==> src/rtl/shift_chain_rx.sv <==
// Serial tail receiver: deserializes the shift chain into WIDTH-bit words and queues them.
// Latency: out_valid rises 1 cycle after the completing bit when the FIFO was empty.
// Backpressure: a full FIFO parks the finished word in STALL; sbusy=1 and offered bits are dropped.
//
// Ports:
//   pclk, prst_n          clock (rising edge), asynchronous active-low reset
//   sin, sen, sdir, sclr  serial bit, shift enable, bit order (1 = MSB-first), word clear
//   sbusy, cnt, ovf       chain backpressure, bits in the current word, sticky drop flag
//   out_valid/out_ready   head-of-FIFO handshake; out_data / out_perr are the head word
// Optional feature: define SHIFT_CHAIN_RX_PARITY_EN to append an odd-parity bit to each word.

// Small generic FIFO. Push while full is accepted only together with a pop
// of a non-empty FIFO; pop while empty is ignored. Entries reset to zero so
// the head output is zero out of reset.
module shift_chain_rx_fifo #(
  parameter int W     = 17,
  parameter int DEPTH = 2
) (
  input  logic         pclk,
  input  logic         prst_n,
  input  logic         push,
  input  logic [W-1:0] push_dat,
  input  logic         pop,
  output logic         full,
  output logic         empty,
  output logic [W-1:0] head_dat
);
  localparam int AW = (DEPTH > 1) ? $clog2(DEPTH) : 1;

  logic [W-1:0] mem [DEPTH];
  logic [AW-1:0] wr_ptr;
  logic [AW-1:0] rd_ptr;
  logic [AW:0]   count;
  logic          do_push;
  logic          do_pop;

  assign empty    = (count == '0);
  assign full     = (count == (AW+1)'(DEPTH));
  assign do_pop   = pop & ~empty;
  assign do_push  = push & (~full | do_pop);
  assign head_dat = mem[rd_ptr];

  always_ff @(posedge pclk or negedge prst_n) begin
    if (!prst_n) begin
      wr_ptr <= '0;
      rd_ptr <= '0;
      count  <= '0;
      for (int i = 0; i < DEPTH; i++) begin
        mem[i] <= '0;
      end
    end else begin
      if (do_push) begin
        mem[wr_ptr] <= push_dat;
        wr_ptr      <= wr_ptr + AW'(1);
      end
      if (do_pop) begin
        rd_ptr <= rd_ptr + AW'(1);
      end
      case ({do_push, do_pop})
        2'b10:   count <= count + (AW+1)'(1);
        2'b01:   count <= count - (AW+1)'(1);
        default: count <= count;
      endcase
    end
  end
endmodule

module shift_chain_rx #(
  parameter int WIDTH = 16,
  parameter int DEPTH = 2
) (
  input  logic                       pclk,
  input  logic                       prst_n,
  input  logic                       sin,
  input  logic                       sen,
  input  logic                       sdir,
  input  logic                       sclr,
  output logic                       sbusy,
  output logic [$clog2(WIDTH+2)-1:0] cnt,
  output logic                       out_valid,
  input  logic                       out_ready,
  output logic [WIDTH-1:0]           out_data,
  output logic                       out_perr,
  output logic                       ovf
);
`ifdef SHIFT_CHAIN_RX_PARITY_EN
  localparam int N  = WIDTH + 1;  // data bits followed by one parity bit
  localparam int FW = WIDTH + 1;  // FIFO entry {perr, data}
`else
  localparam int N  = WIDTH;
  localparam int FW = WIDTH;
`endif
  localparam int CW = $clog2(WIDTH + 2);

  typedef enum logic [1:0] {
    IDLE    = 2'd0,
    COLLECT = 2'd1,
    STALL   = 2'd2
  } state_t;

  state_t           state;
  logic [WIDTH-1:0] shreg;
  logic [WIDTH-1:0] shreg_nxt;
  logic             dir_q;
  logic             word_dir;
  logic             accept;
  logic             data_bit;
  logic             complete;
  logic             pop;
  logic             stall_rel;
  logic             push;
  logic [FW-1:0]    push_dat;
  logic [FW-1:0]    fifo_head;
  logic             fifo_full;
  logic             fifo_empty;

`ifdef SHIFT_CHAIN_RX_PARITY_EN
  logic par_q;      // running XOR of the data bits of the current word
  logic perr_q;     // parity result of the word held in STALL
  logic word_perr;
`endif

  // The first bit of a word uses the live sdir; later bits use the latched one
  // so a mid-word sdir change cannot scramble the word.
  assign word_dir  = (state == IDLE) ? sdir : dir_q;
  assign shreg_nxt = word_dir ? {shreg[WIDTH-2:0], sin} : {sin, shreg[WIDTH-1:1]};
  assign accept    = sen & ~sclr & (state != STALL);
  assign complete  = accept & (cnt == CW'(N - 1));
  assign pop       = out_ready & ~fifo_empty;
  // The held word enters the FIFO in the same cycle the head leaves it.
  assign stall_rel = (state == STALL) & pop & ~sclr;
  assign push      = (complete & ~fifo_full) | stall_rel;

`ifdef SHIFT_CHAIN_RX_PARITY_EN
  // The parity bit is never shifted in, so shreg already holds the data
  // when the completing (parity) bit arrives.
  assign data_bit  = (cnt < CW'(WIDTH));
  assign word_perr = ~(par_q ^ sin);
  assign push_dat  = {(stall_rel ? perr_q : word_perr), shreg};
  assign out_perr  = fifo_head[WIDTH];
`else
  assign data_bit  = 1'b1;
  assign push_dat  = stall_rel ? shreg : shreg_nxt;
  assign out_perr  = 1'b0;
`endif

  assign out_data  = fifo_head[WIDTH-1:0];
  assign out_valid = ~fifo_empty;

  shift_chain_rx_fifo #(
    .W     (FW),
    .DEPTH (DEPTH)
  ) u_fifo (
    .pclk     (pclk),
    .prst_n   (prst_n),
    .push     (push),
    .push_dat (push_dat),
    .pop      (pop),
    .full     (fifo_full),
    .empty    (fifo_empty),
    .head_dat (fifo_head)
  );

  always_ff @(posedge pclk or negedge prst_n) begin
    if (!prst_n) begin
      state  <= IDLE;
      shreg  <= '0;
      dir_q  <= 1'b0;
      cnt    <= '0;
      sbusy  <= 1'b0;
      ovf    <= 1'b0;
`ifdef SHIFT_CHAIN_RX_PARITY_EN
      par_q  <= 1'b0;
      perr_q <= 1'b0;
`endif
    end else begin
      // Any bit offered while a finished word is parked is lost.
      if (sen && !sclr && state == STALL) begin
        ovf <= 1'b1;
      end

      if (sclr) begin
        state  <= IDLE;
        shreg  <= '0;
        dir_q  <= 1'b0;
        cnt    <= '0;
        sbusy  <= 1'b0;
`ifdef SHIFT_CHAIN_RX_PARITY_EN
        par_q  <= 1'b0;
`endif
      end else begin
        case (state)
          IDLE: begin
            if (accept) begin
              dir_q <= sdir;
              shreg <= shreg_nxt;
              cnt   <= CW'(1);
              state <= COLLECT;
`ifdef SHIFT_CHAIN_RX_PARITY_EN
              par_q <= sin;
`endif
            end
          end

          COLLECT: begin
            if (accept) begin
              if (data_bit) begin
                shreg <= shreg_nxt;
              end
`ifdef SHIFT_CHAIN_RX_PARITY_EN
              par_q <= par_q ^ sin;
`endif
              if (complete) begin
                if (!fifo_full) begin
                  cnt   <= '0;
                  shreg <= '0;
                  state <= IDLE;
                end else begin
                  // Park the word; cnt shows N so the chain sees a full word.
                  cnt   <= cnt + CW'(1);
                  sbusy <= 1'b1;
                  state <= STALL;
`ifdef SHIFT_CHAIN_RX_PARITY_EN
                  perr_q <= word_perr;
`endif
                end
              end else begin
                cnt <= cnt + CW'(1);
              end
            end
          end

          STALL: begin
            if (pop) begin
              cnt   <= '0;
              shreg <= '0;
              sbusy <= 1'b0;
              state <= IDLE;
            end
          end

          default: begin
            state <= IDLE;
          end
        endcase
      end
    end
  end
endmodule

==> config.mk <==
export PLATFORM = sky130hd
export DESIGN_NAME = shift_chain_rx
export DESIGN_NICKNAME = d
export VERILOG_FILES = /design/src/rtl/shift_chain_rx.sv
export SDC_FILE = /design/constraint.sdc
export NUM_CORES = 1
export LEC_CHECK = 0
export BUFFER_PORTS_ARGS = -buffer_cell sky130_fd_sc_hd__buf_2
export CAP_MARGIN = 20
export CORE_UTILIZATION = 55
export DETAILED_ROUTE_END_ITERATION = 16
export PLACE_DENSITY = 0.73
export SLEW_MARGIN = 20
export SYNTH_ARGS = -nofsm -noshare
export SYNTH_HDL_FRONTEND = slang
export SYNTH_HIERARCHICAL = 1
export SYNTH_SLANG_ARGS = --single-unit
export TNS_END_PERCENT = 100
==> constraint.sdc <==
create_clock -name pclk -period 3.3 [get_ports pclk]
set_input_delay 0.33 -clock pclk [delete_from_list [all_inputs] [get_ports pclk]]
set_output_delay 0.33 -clock pclk [all_outputs]
set_load 0.005 [all_outputs]
==> key figures <==
Run status
  • Status: completed

Pwr
  • P_leak: 1.92 nW
  • Pwr per Cell Area: 443 nW/µm²
  • VDD IR-drop max: 0.000259 V

Timing
  • Final Hold Viols: 0
  • F_max: 360 MHz
  • Final setup TNS: 0 ns
  • Final min period: 2.78 ns
  • Max Slew Vio Count: 0
  • Final setup violating endpoints: 0
  • Final period utilization: 84.3%
  • Clock Skew: 0.00756 ns
  • Hold slack: 0.0134 ns
  • Unrepaired setup endpoints after global routing: no
  • Worst Tran Pin Value: 0.827 ns
  • Rel. slew slack: 44.9%

Drt
  • Vias: 2185
  • Drt via density: 5.60
  • First DRT Iteration DRCs: 84
  • Post-Route WL: 6210 µm
  • DR pass1 iterations: 4
  • Drt wl/cell: 15.9 µm
  • DRT antenna net count: 0
  • DR DRC count: 0

Global routing
  • Vias in the first global route: 2189
  • Total grt overflow: 0
  • Pin count of the biggest net entering global routing: 33
  • GRT Total Usage: 21.9%
  • First-pass GRT wire length: 10500 µm
  • Initial antenna violation count: 0

Critical path
  • Worst Setup End Kind: flip-flop
  • R2r setup slk: 0.52 ns
  • Crit path capture: u_fifo/mem[4]
  • CP Max Fanout: 16
  • CP Launch Type: flip-flop
  • WP data arrival: 3.01 ns
  • Worst Reg-to-Reg Cells: 9
  • Required @ worst endpoint: 3.53 ns
  • Crit Path Class: flip-flop to flip-flop
  • CP Launch Point: cnt[0]
  • Reg2Reg Capture Point: u_fifo/mem[4]
  • RR Startpoint: cnt[0]

Yosys
  • Leading area contributor after synthesis: dfrtp_1
  • Post-synth cell types: 46
  • Synthesized area per cell: 12.1 µm²
  • Primary FF master, synth: dfrtp_1
  • Most common library cells after synthesis: 62 x dfrtp_1, 30 x mux2_2, 22 x a21oi_1
  • Synth Register Bits: 62
  • Cell area after synthesis: 3390 µm²
  • Post-synth top area share: 45.8%
  • Syn Inst Count: 280
  • Register area share after synthesis: 45.8%
  • Most common cell in the netlist: dfrtp_1
  • Post-synth ARST share: 100%
  • Mapped Nets: 292
  • Top cells by area, synth: dfrtp_1 46%, mux2_2 10%, mux2_4 8.4%
  • Yosys warns: 6
  • Post-synth EDFFs: 0

Final layout
  • # fillers: 467
  • Multi-input gate area: 1690 µm²
  • Share of layout cells above drive strength 1: 37.8%
  • Layout Nets: 322
  • Ant. Diodes: 0
  • Reg area: 1550 µm²
  • Non-Filler Instances: 390
  • Area Overhead vs Synth: 12.2%

Clock network
  • CTS tree: done
  • Post-CTS Setup Repair Bufs: 0
  • Longest Clk Path Bufs: 2
  • Worst-Skew Late Latency: 0.34 ns
  • CTS clock-pin slew for the worst setup and hold paths: 0.07 ns
  • Cts bufs inserted: 9
  • CTS hold repair buffers: 0
  • Clock sinks: 62
  • Clock root cell: clkbuf_8
  • Post-cts sizing count: 0
  • Level count of the clock H-tree: 3

Placement
  • DP Cell Count: 374
  • Port Buffer Count: 30
  • Placer Congestion: 0.825
  • DP Wirelength: 4280 µm

Floorplan
  • # rows: 28
  • Die area: 6480 µm²
  • Die height: 80.5 µm
  • Boundary Pins: 32
  • DIE WIDTH: 80.5 µm
  • Core area: 5920 µm²
  • Initial Utilization: 57.3%

Job
  • Max Cap Viol: 0

Hold path
  • Worst Hold Class: input pin to async pin
## cells by family after synthesis
logic type,Yosys count,synth area share [%]
AOI/OAI and AO/OA,57,13.6
adders and majority gates,5,1.85
muxes,67,24.1
DFF,62,45.8
buffers and inverters,28,4.54
other,1,0.111
xor gates and xnor gates,2,0.517
and+or+nand+nor,58,9.56
## registers in the layout, indices dropped and copies added, names as in the netlist
signal,cells
cnt,5
u_fifo/wr_ptr,1
u_fifo/rd_ptr,1
ovf,1
sbusy,1
state,2
dir_q,1
shreg,16
u_fifo/mem,32
u_fifo/count,2
## layout by cell type, fill, tap and decap left out, drive strengths merged, types with 2 or more instances in the layout
cell | synthesis | final
bufinv | 0 | 2
o21ai | 4 | 4
inv | 11 | 11
nor2 | 22 | 22
clkbuf | 7 | 11
buf | 10 | 36
a21oi | 22 | 22
mux2 | 49 | 49
ha | 5 | 5
nor2b | 4 | 4
or3 | 2 | 2
mux2i | 18 | 18
nand2 | 10 | 10
clkinv | 0 | 2
nand3 | 3 | 3
nor3 | 7 | 7
o2bb2ai | 19 | 19
a21o | 3 | 3
nand2b | 5 | 5
dfrtp | 62 | 62
o32ai | 2 | 2
## cell type report
cell class                      count  area share (%)
Clock buffer                       11            3.98
Clock inverter                      5            2.14
Timing Repair Buffer               36            5.13
Multi-Input combinational cell    190            44.4
Tap cell                           75            2.47
Sequential cell                    62            40.8
Inverter                           11            1.09
## worst min path at each step
| stage | start | endpoint | slack (ns) | cells past startpoint |
|---|---|---|---|---|
| floorplan | prst_n | cnt[0] | 0.03 | 0 |
| global placement | prst_n | u_fifo/mem[8] | 0.39 | 1 |
| detailed placement | prst_n | u_fifo/mem[23] | 0.39 | 1 |
| CTS | prst_n | shreg[13] | 0.02 | 1 |
| global route | prst_n | u_fifo/mem[29] | 0.06 | 1 |
| finish | prst_n | u_fifo/mem[29] | 0.01 | 1 |
## power breakdown
part           total, W  leakage (nW)  switching (W)  internal (W)
clock          0.000775         0.116       0.000308      0.000467
combinational  0.000133         0.944      0.0000853     0.0000475
sequential     0.000776         0.863     0.00000864      0.000768
total           0.00168          1.92       0.000402       0.00128
## per-stage QoR
stage | total power, W | setup slack, ns | util [%] | instance area [µm²]
detailed placement | 0.000925 | 0.559 | 60.3 | 3570
CTS | 0.00170 | 0.541 | 64.2 | 3800
global placement | 0.000923 | 0.636 | 60.3 | 3570
global route | 0.00175 | 0.289 | 64.2 | 3800
floorplan | 0.000885 | 0.758 | - | 3390
finish | 0.00168 | 0.520 | 64.2 | 3800
## critical path: stages (launching register included)
cell	delay, ns
dfrtp_1	0.41
ha_1	0.23
and3_1	0.18
ha_1	0.19
nor4bb_4	0.37
nand2_1	0.11
nand2_1	0.15
nand2_1	0.11
nor2_4	0.50
mux2_2	0.41
## metal layers
metal | track usage (%) | vias up | share of wire, %
met5 | 0 | - | 0
met4 | 10.5 | 0 | 1.8
met3 | 3.75 | 10 | 2.9
met2 | 34.2 | 39 | 46
met1 | 29.2 | 1067 | 49
li1 | - | 1069 | -
(Power assumes the default switching activity.)
